`src/rtl/password_enroll.sv`:
```
// rtl/password_enroll.sv - keypad password enrollment: two matching entries commit a new stored password.
module password_enroll #(
  parameter int             N           = 4,
  parameter logic [N-1:0]   DEFAULT_PWD = 4'b1010,
  parameter int             ERR_CYCLES  = 25_000_000
) (
  input  logic         clk,
  input  logic         rst,
  input  logic         sw,
  input  logic [N-1:0] key,
  input  logic         enter,
  output logic [N-1:0] led,
  output logic [N-1:0] pwd_out,
  output logic         commit,
  output logic         busy,
  output logic         err
);

  localparam int CW = (ERR_CYCLES > 1) ? $clog2(ERR_CYCLES) : 1;
  localparam logic [CW-1:0] CNT_LAST = CW'(ERR_CYCLES - 1);

  typedef enum logic [2:0] {
    IDLE   = 3'd0,
    ENTER1 = 3'd1,
    ENTER2 = 3'd2,
    ERR    = 3'd3,
    HOLD   = 3'd4
  } state_t;

  state_t         state_q, state_d;
  logic [N-1:0]   buf_q, buf_d;
  logic [N-1:0]   first_q, first_d;
  logic [N-1:0]   pwd_q, pwd_d;
  logic           commit_q, commit_d;
  logic           err_q, err_d;
  logic [CW-1:0]  cnt_q, cnt_d;
  logic [N-1:0]   key_q;
  logic           enter_q;
  logic [N-1:0]   key_rise;
  logic           enter_rise;

  assign key_rise   = key & ~key_q;
  assign enter_rise = enter & ~enter_q;

  always_comb begin
    state_d  = state_q;
    buf_d    = buf_q;
    first_d  = first_q;
    pwd_d    = pwd_q;
    commit_d = 1'b0;
    err_d    = err_q;
    cnt_d    = cnt_q;

    // Dropping sw in any active entry state abandons the session outright.
    if (!sw && (state_q == ENTER1 || state_q == ENTER2 || state_q == ERR)) begin
      state_d = IDLE;
      buf_d   = '0;
      first_d = '0;
      err_d   = 1'b0;
      cnt_d   = '0;
    end else begin
      case (state_q)
        IDLE: begin
          if (sw) begin
            state_d = ENTER1;
            buf_d   = '0;
          end
        end
        ENTER1: begin
          if (enter_rise) begin
            first_d = buf_q;
            buf_d   = '0;
            state_d = ENTER2;
          end else begin
            buf_d = buf_q ^ key_rise;
          end
        end
        ENTER2: begin
          if (enter_rise) begin
            buf_d = '0;
            if (buf_q == first_q) begin
              pwd_d    = buf_q;
              commit_d = 1'b1;
              state_d  = HOLD;
            end else begin
              err_d   = 1'b1;
              cnt_d   = '0;
              state_d = ERR;
            end
          end else begin
            buf_d = buf_q ^ key_rise;
          end
        end
        ERR: begin
          if (cnt_q == CNT_LAST) begin
            state_d = ENTER1;
            err_d   = 1'b0;
            cnt_d   = '0;
            first_d = '0;
          end else begin
            cnt_d = cnt_q + CW'(1);
          end
        end
        HOLD: begin
          if (!sw) state_d = IDLE;
        end
        default: begin
          state_d = IDLE;
          buf_d   = '0;
          first_d = '0;
          err_d   = 1'b0;
          cnt_d   = '0;
        end
      endcase
    end
  end

  always_ff @(posedge clk or negedge rst) begin
    if (!rst) begin
      state_q  <= IDLE;
      buf_q    <= '0;
      first_q  <= '0;
      pwd_q    <= DEFAULT_PWD;
      commit_q <= 1'b0;
      err_q    <= 1'b0;
      cnt_q    <= '0;
      key_q    <= '0;
      enter_q  <= 1'b0;
    end else begin
      state_q  <= state_d;
      buf_q    <= buf_d;
      first_q  <= first_d;
      pwd_q    <= pwd_d;
      commit_q <= commit_d;
      err_q    <= err_d;
      cnt_q    <= cnt_d;
      key_q    <= key;
      enter_q  <= enter;
    end
  end

  assign led     = buf_q;
  assign pwd_out = pwd_q;
  assign commit  = commit_q;
  assign err     = err_q;
  assign busy    = (state_q != IDLE);

endmodule

```
`config.mk`:
```
export PLATFORM = sky130hd
export DESIGN_NAME = password_enroll
export DESIGN_NICKNAME = d
export VERILOG_FILES = /design/src/rtl/password_enroll.sv
export SDC_FILE = /design/constraint.sdc
export NUM_CORES = 1
export LEC_CHECK = 0
export CORE_MARGIN = 2
export CORE_UTILIZATION = 38
export CTS_CLUSTER_DIAMETER = 80
export DETAILED_ROUTE_END_ITERATION = 6
export PLACE_DENSITY = 0.64
export SYNTH_ARGS = -nofsm -noshare
export SYNTH_HDL_FRONTEND = slang
export SYNTH_SLANG_ARGS = --single-unit
```
`constraint.sdc`:
```
create_clock -name clk -period 3.9 [get_ports clk]
set_clock_uncertainty 0.1 [all_clocks]
set_input_delay 0.39 -clock clk [delete_from_list [all_inputs] [get_ports clk]]
set_output_delay 0.39 -clock clk [all_outputs]
set_load 0.01 [all_outputs]
```
## Yosys cells after proc, flatten, opt, wreduce, memory -nomap -nowiden

Cells that the tools add are included.

- Register bits after elaboration: 47
- Input port bits: 8
- Word-level logic and storage cells: 77

- $add $sub $neg: 1
- Equality and inequality tests: 15
- Multiplexer cells: 30
- Bitwise gates (word level): 6
- Reduce and logical (&&, ||, !) cells: 16

Operators by type and width:

| operator | number |
|---|---|
| two-way mux 25 bit | 4 |
| one-hot mux 25 bit (3 select lines) | 1 |
| adder 25 x 1 -> 25 bit (second input constant) | 1 |
| == test 25 bit (second input constant) | 1 |
| two-way mux 4 bit | 6 |
| one-hot mux 4 bit (3 select lines) | 2 |
| two-way mux 3 bit | 7 |
| one-hot mux 3 bit (5 select lines) | 1 |
| != test 3 bit (second input constant) | 3 |
| two-way mux 1 bit | 8 |
| AND reduction 4 bit | 2 |
| == test 3 x 2 -> 1 bit (second input constant) | 2 |
| != test 2 x 1 -> 1 bit (second input constant) | 3 |
| != test 3 x 2 -> 1 bit (second input constant) | 2 |
| AND reduction 3 bit | 2 |
| OR reduction 3 bit | 2 |
| AND reduction 5 bit | 1 |
| AND 4 bit | 1 |
| == test 4 bit | 1 |
| inverter 4 bit | 1 |
| OR reduction 2 bit | 2 |
| XOR 4 bit | 1 |
| == test 3 x 1 -> 1 bit (second input constant) | 1 |
| == test 3 bit (second input constant) | 1 |
| 10 further kinds | 12 |

## Depth between registers and ports, before layout

- Word-level depth: 6
- Mapped depth: 7

## Worst setup path after synthesis

Ideal clock, no wire load.

- Path kind: register -> register
- Start point: reg cnt_q[10]
- End point: reg cnt_q[6]
- Arrival: 2.061 ns
- Slack: 1.618 ns
- Cell stages (with the launch flop): 6
- Path buffers: 1
- Clock period less this slack: 2.282 ns
- Cells stage by stage: dfrtp_1 or4b_1 or4_4 o21ba_2 buf_6 a32o_1

- Longest elaborated chain between the ends: 4

Ends and longest elaborated chain:

| item | RTL line | RTL |
|---|---|---|
| start, declared | 36 | `logic [CW-1:0] cnt_q, cnt_d;` |
| start signal, assigned | 136 | `cnt_q <= cnt_d;` |
| == test 25 bit | 95 | `if (cnt_q == CNT_LAST) begin` |
| two-way mux 25 bit | 95 |  |
| one-hot mux 25 bit (3 select lines) | 62 | `case (state_q)` |
| two-way mux 25 bit | 55 | `if (!sw && (state_q == ENTER1 \|\| state_q == ENTER2 \|\| state_q == ERR)) begin` |

No other way between the ends.
A chain may end at the register's enable or synchronous reset.

## Worst setup path after layout

- Start point: reg cnt_q[10]
- End point: reg err_q, in the netlist err

- Longest elaborated chain between the ends: 3

Ends and longest elaborated chain:

| item | RTL line | RTL |
|---|---|---|
| == test 25 bit | 95 |  |
| != test 3 x 1 -> 1 bit (no line) | n/a |  |
| AND reduction 4 bit (no line) | n/a |  |
| end signal, assigned | 135 | `err_q <= err_d;` |
| end, declared | 35 | `logic err_q, err_d;` |

No other way between the ends.

==> results.sh <==
export IMPL_synth_area_leaders="dfrtp_1, a21oi_1, o21ai_0"
export IMPL_groute_usage_overall=0.156
export IMPL_synth_cells=251
export IMPL_post_drt_wl_per_cell_um=15.6
export IMPL_power_leakage_nw=1.17
export IMPL_routed_via_density=5.72
export IMPL_clock_sinks=47
export IMPL_clkLatencyLatePin_ns=0.30
export IMPL_fin_tns_setup_ns=0
export IMPL_ys_seq_area_frac=0.469
export IMPL_crit_family="simple AND/OR/NAND/NOR gates"
export IMPL_dieArea_um2=7270
export IMPL_grt_max_degree=48
export IMPL_synth_top_area_frac=0.448
export IMPL_area_growth_pct=13.4
export IMPL_start_kind="flip-flop"
export IMPL_ctsRootBufferMaster="clkbuf_8"
export IMPL_drc=0
export IMPL_cp_end_kind="flip-flop"
export IMPL_drv_cap=0
export IMPL_diodes=0
export IMPL_max_slew_worst_pin_slew_ns=1.03
export IMPL_core_um2=6390
export IMPL_worst_ep_arrival_time_ns=2.95
export IMPL_hold_violations=0
export IMPL_setup_violations=0
export IMPL_fin_crit_sh=0.719
export IMPL_crit_type="reg2reg"
export IMPL_synth_seq_cells=47
export IMPL_cts_hold_buf=0
export IMPL_critical_path_buf_inv_count=0
export IMPL_wl_um=5390
export IMPL_clk_pin_slew_worst_paths_ns=0.09
export IMPL_cts_resized=0
export IMPL_place_congestion=0.771
export IMPL_synth_edf_count=0
export IMPL_dp_hpwl_um=3670
export IMPL_ant_nets=0
export IMPL_yosys_warnings=0
export IMPL_io_buffers=18
export IMPL_dieHeight_um=85.3
export IMPL_synth_ff_type="dfrtp_1"
export IMPL_crit_chain="or4b_1, or4_4, o21ba_2, nor2_1, a31o_1"
export IMPL_synth_area_um2=2510
export IMPL_fp_row_count=29
export IMPL_drive_above_1_share=0.108
export IMPL_grt_pass1_vias=1902
export IMPL_nets=277
export IMPL_htree_levels=2
export IMPL_period_needed_ns=2.80
export IMPL_max_vdd_ir_drop_mv=0.208
export IMPL_min_path_type="in2async"
export IMPL_fin_util=0.446
export IMPL_grt_antenna_before_repair=0
export IMPL_setup_slack_ns=1.10
export IMPL_async_flop_share=1.00
export IMPL_slowest_delay_ns=0.57
export IMPL_grt_remaining_overflow=0
export IMPL_drt_iter0_markers=140
export IMPL_dr_pass1_iters=4
export IMPL_crit_required_ns=4.04
export IMPL_die_x_um=85.3
export IMPL_synth_nets=260
export IMPL_status="complete, no violations"
export IMPL_cts_buffers=5
export IMPL_cts_tree="done"
export IMPL_rsz0062_at_grt="false"
export IMPL_slew_headroom=0.314
export IMPL_max_freq_ghz=0.357
export IMPL_slowest_stage="nor2_1"
export IMPL_io_pin_count=19
export IMPL_grt_first_pass_wirelength_um=9180
export IMPL_ys_types=53
export IMPL_power_density_nw_per_um2=344
export IMPL_initial_core_util=0.393
export IMPL_pre_cts_ws_ns=1.08
export IMPL_path_max_fanout=13
export IMPL_synth_area_per_cell_um2=10.0
export IMPL_cts_buffer_depth=2
export IMPL_yosysTopAreaCell="dfrtp_1"
export IMPL_postCtsSetupBuffers=0
export IMPL_dr_total_vias=1980
export IMPL_slew_viol_final=0
-- worst reg2reg max path, cell delays in order, from the launching register on --
cell	delay, ns
dfrtp_1	0.43
or4b_1	0.53
or4_4	0.56
o21ba_2	0.33
nor2_1	0.57
a31o_1	0.23
-- worst paths after layout --
| kind | start | cells after the start | endpoint | slack (ns) |
|---|---|---|---|---|
| worst max-delay path | cnt_q[10] | 5 | err | 1.10 |
| worst min-delay path | rst | 1 | key_q[2] | 0.16 |
| worst max register to register | cnt_q[10] | 5 | err | 1.10 |
| worst min register to register | key_q[0] | 1 | led[0] | 0.37 |
| max in group asynchronous | rst | 1 | cnt_q[17] | 2.91 |
| min in group clk | key_q[0] | 1 | led[0] | 0.37 |
-- Yosys cell counts (4+ instances only) --
library cell / n
nand2_1: 10
nand2b_1: 5
nand3_1: 10
xor2_1: 5
a22o_1: 9
a2111oi_0: 4
inv_1: 14
mux2_2: 4
or3_1: 6
dfrtp_1: 45
o41ai_1: 4
xnor2_1: 7
o21ai_0: 17
nor2_1: 14
nand4_1: 5
nor2b_1: 4
a21oi_1: 20
clkbuf_1: 4
nor3_1: 8
-- power breakdown --
group	switching (W)	internal (W)
registers	0.0000169	0.000498
clock network	0.000160	0.000207
logic	0.0000589	0.0000379
total	0.000236	0.000743
-- per-layer routing --
layer	part of all wire	routed length [um]	GRT usage
met2	0.46	2450	0.240
met4	0.021	113	0.0548
met5	0	0	0
met1	0.49	2660	0.224
met3	0.029	158	0.0263
-- placed cells by master, fill, tap and decap left out, drive strengths merged, types with 6 or more instances in the layout --
cell	n
clkbuf	6
inv	14
nor2	14
o21ai	20
nor3	8
a22o	9
nand3	11
clkdlybuf4s50	17
or3	7
nand2	10
a21oi	20
dfrtp	45
xnor2	7
-- flip-flops by register name, summed over array words and instances (netlist names) --
name,cells
cnt_q,25
first_q,4
key_q,4
led,4
pwd_out,4
state_q,3
commit,1
enter_q,1
err,1
-- logic make-up after synthesis --
family | Yosys count | share of synthesized area
AND/OR/NAND/NOR | 88 | 0.202
AO/OA/AOI/OAI | 77 | 0.222
flip-flops | 47 | 0.469
buffers and inverters | 22 | 0.0418
XOR/XNOR | 12 | 0.0419
multiplexers | 4 | 0.0179
adder cells (fa/ha/maj) | 1 | 0.00498
-- metrics by stage --
stage          total power, W  hold WS, ns  instances  cell area (um2)
2_1_floorplan        0.000579     -0.00559        251             2510
3_3_place_gp         0.000620        0.340        338             2730
3_5_place_dp         0.000622        0.355        338             2730
4_1_cts              0.000995        0.214        346             2850
5_1_grt               0.00103        0.250        346             2850
6_report             0.000979        0.160        346             2850
-- layout make-up --
class	count	area (um2)
Timing Repair Buffer	18	175
Tap cell	77	96.3
Multi-Input combinational cell	182	1230
Inverter	14	52.6
Clock inverter	2	35.0
Fill cell	614	3540
Sequential cell	47	1180
Clock buffer	6	82.6
(Power assumes the default switching activity.)
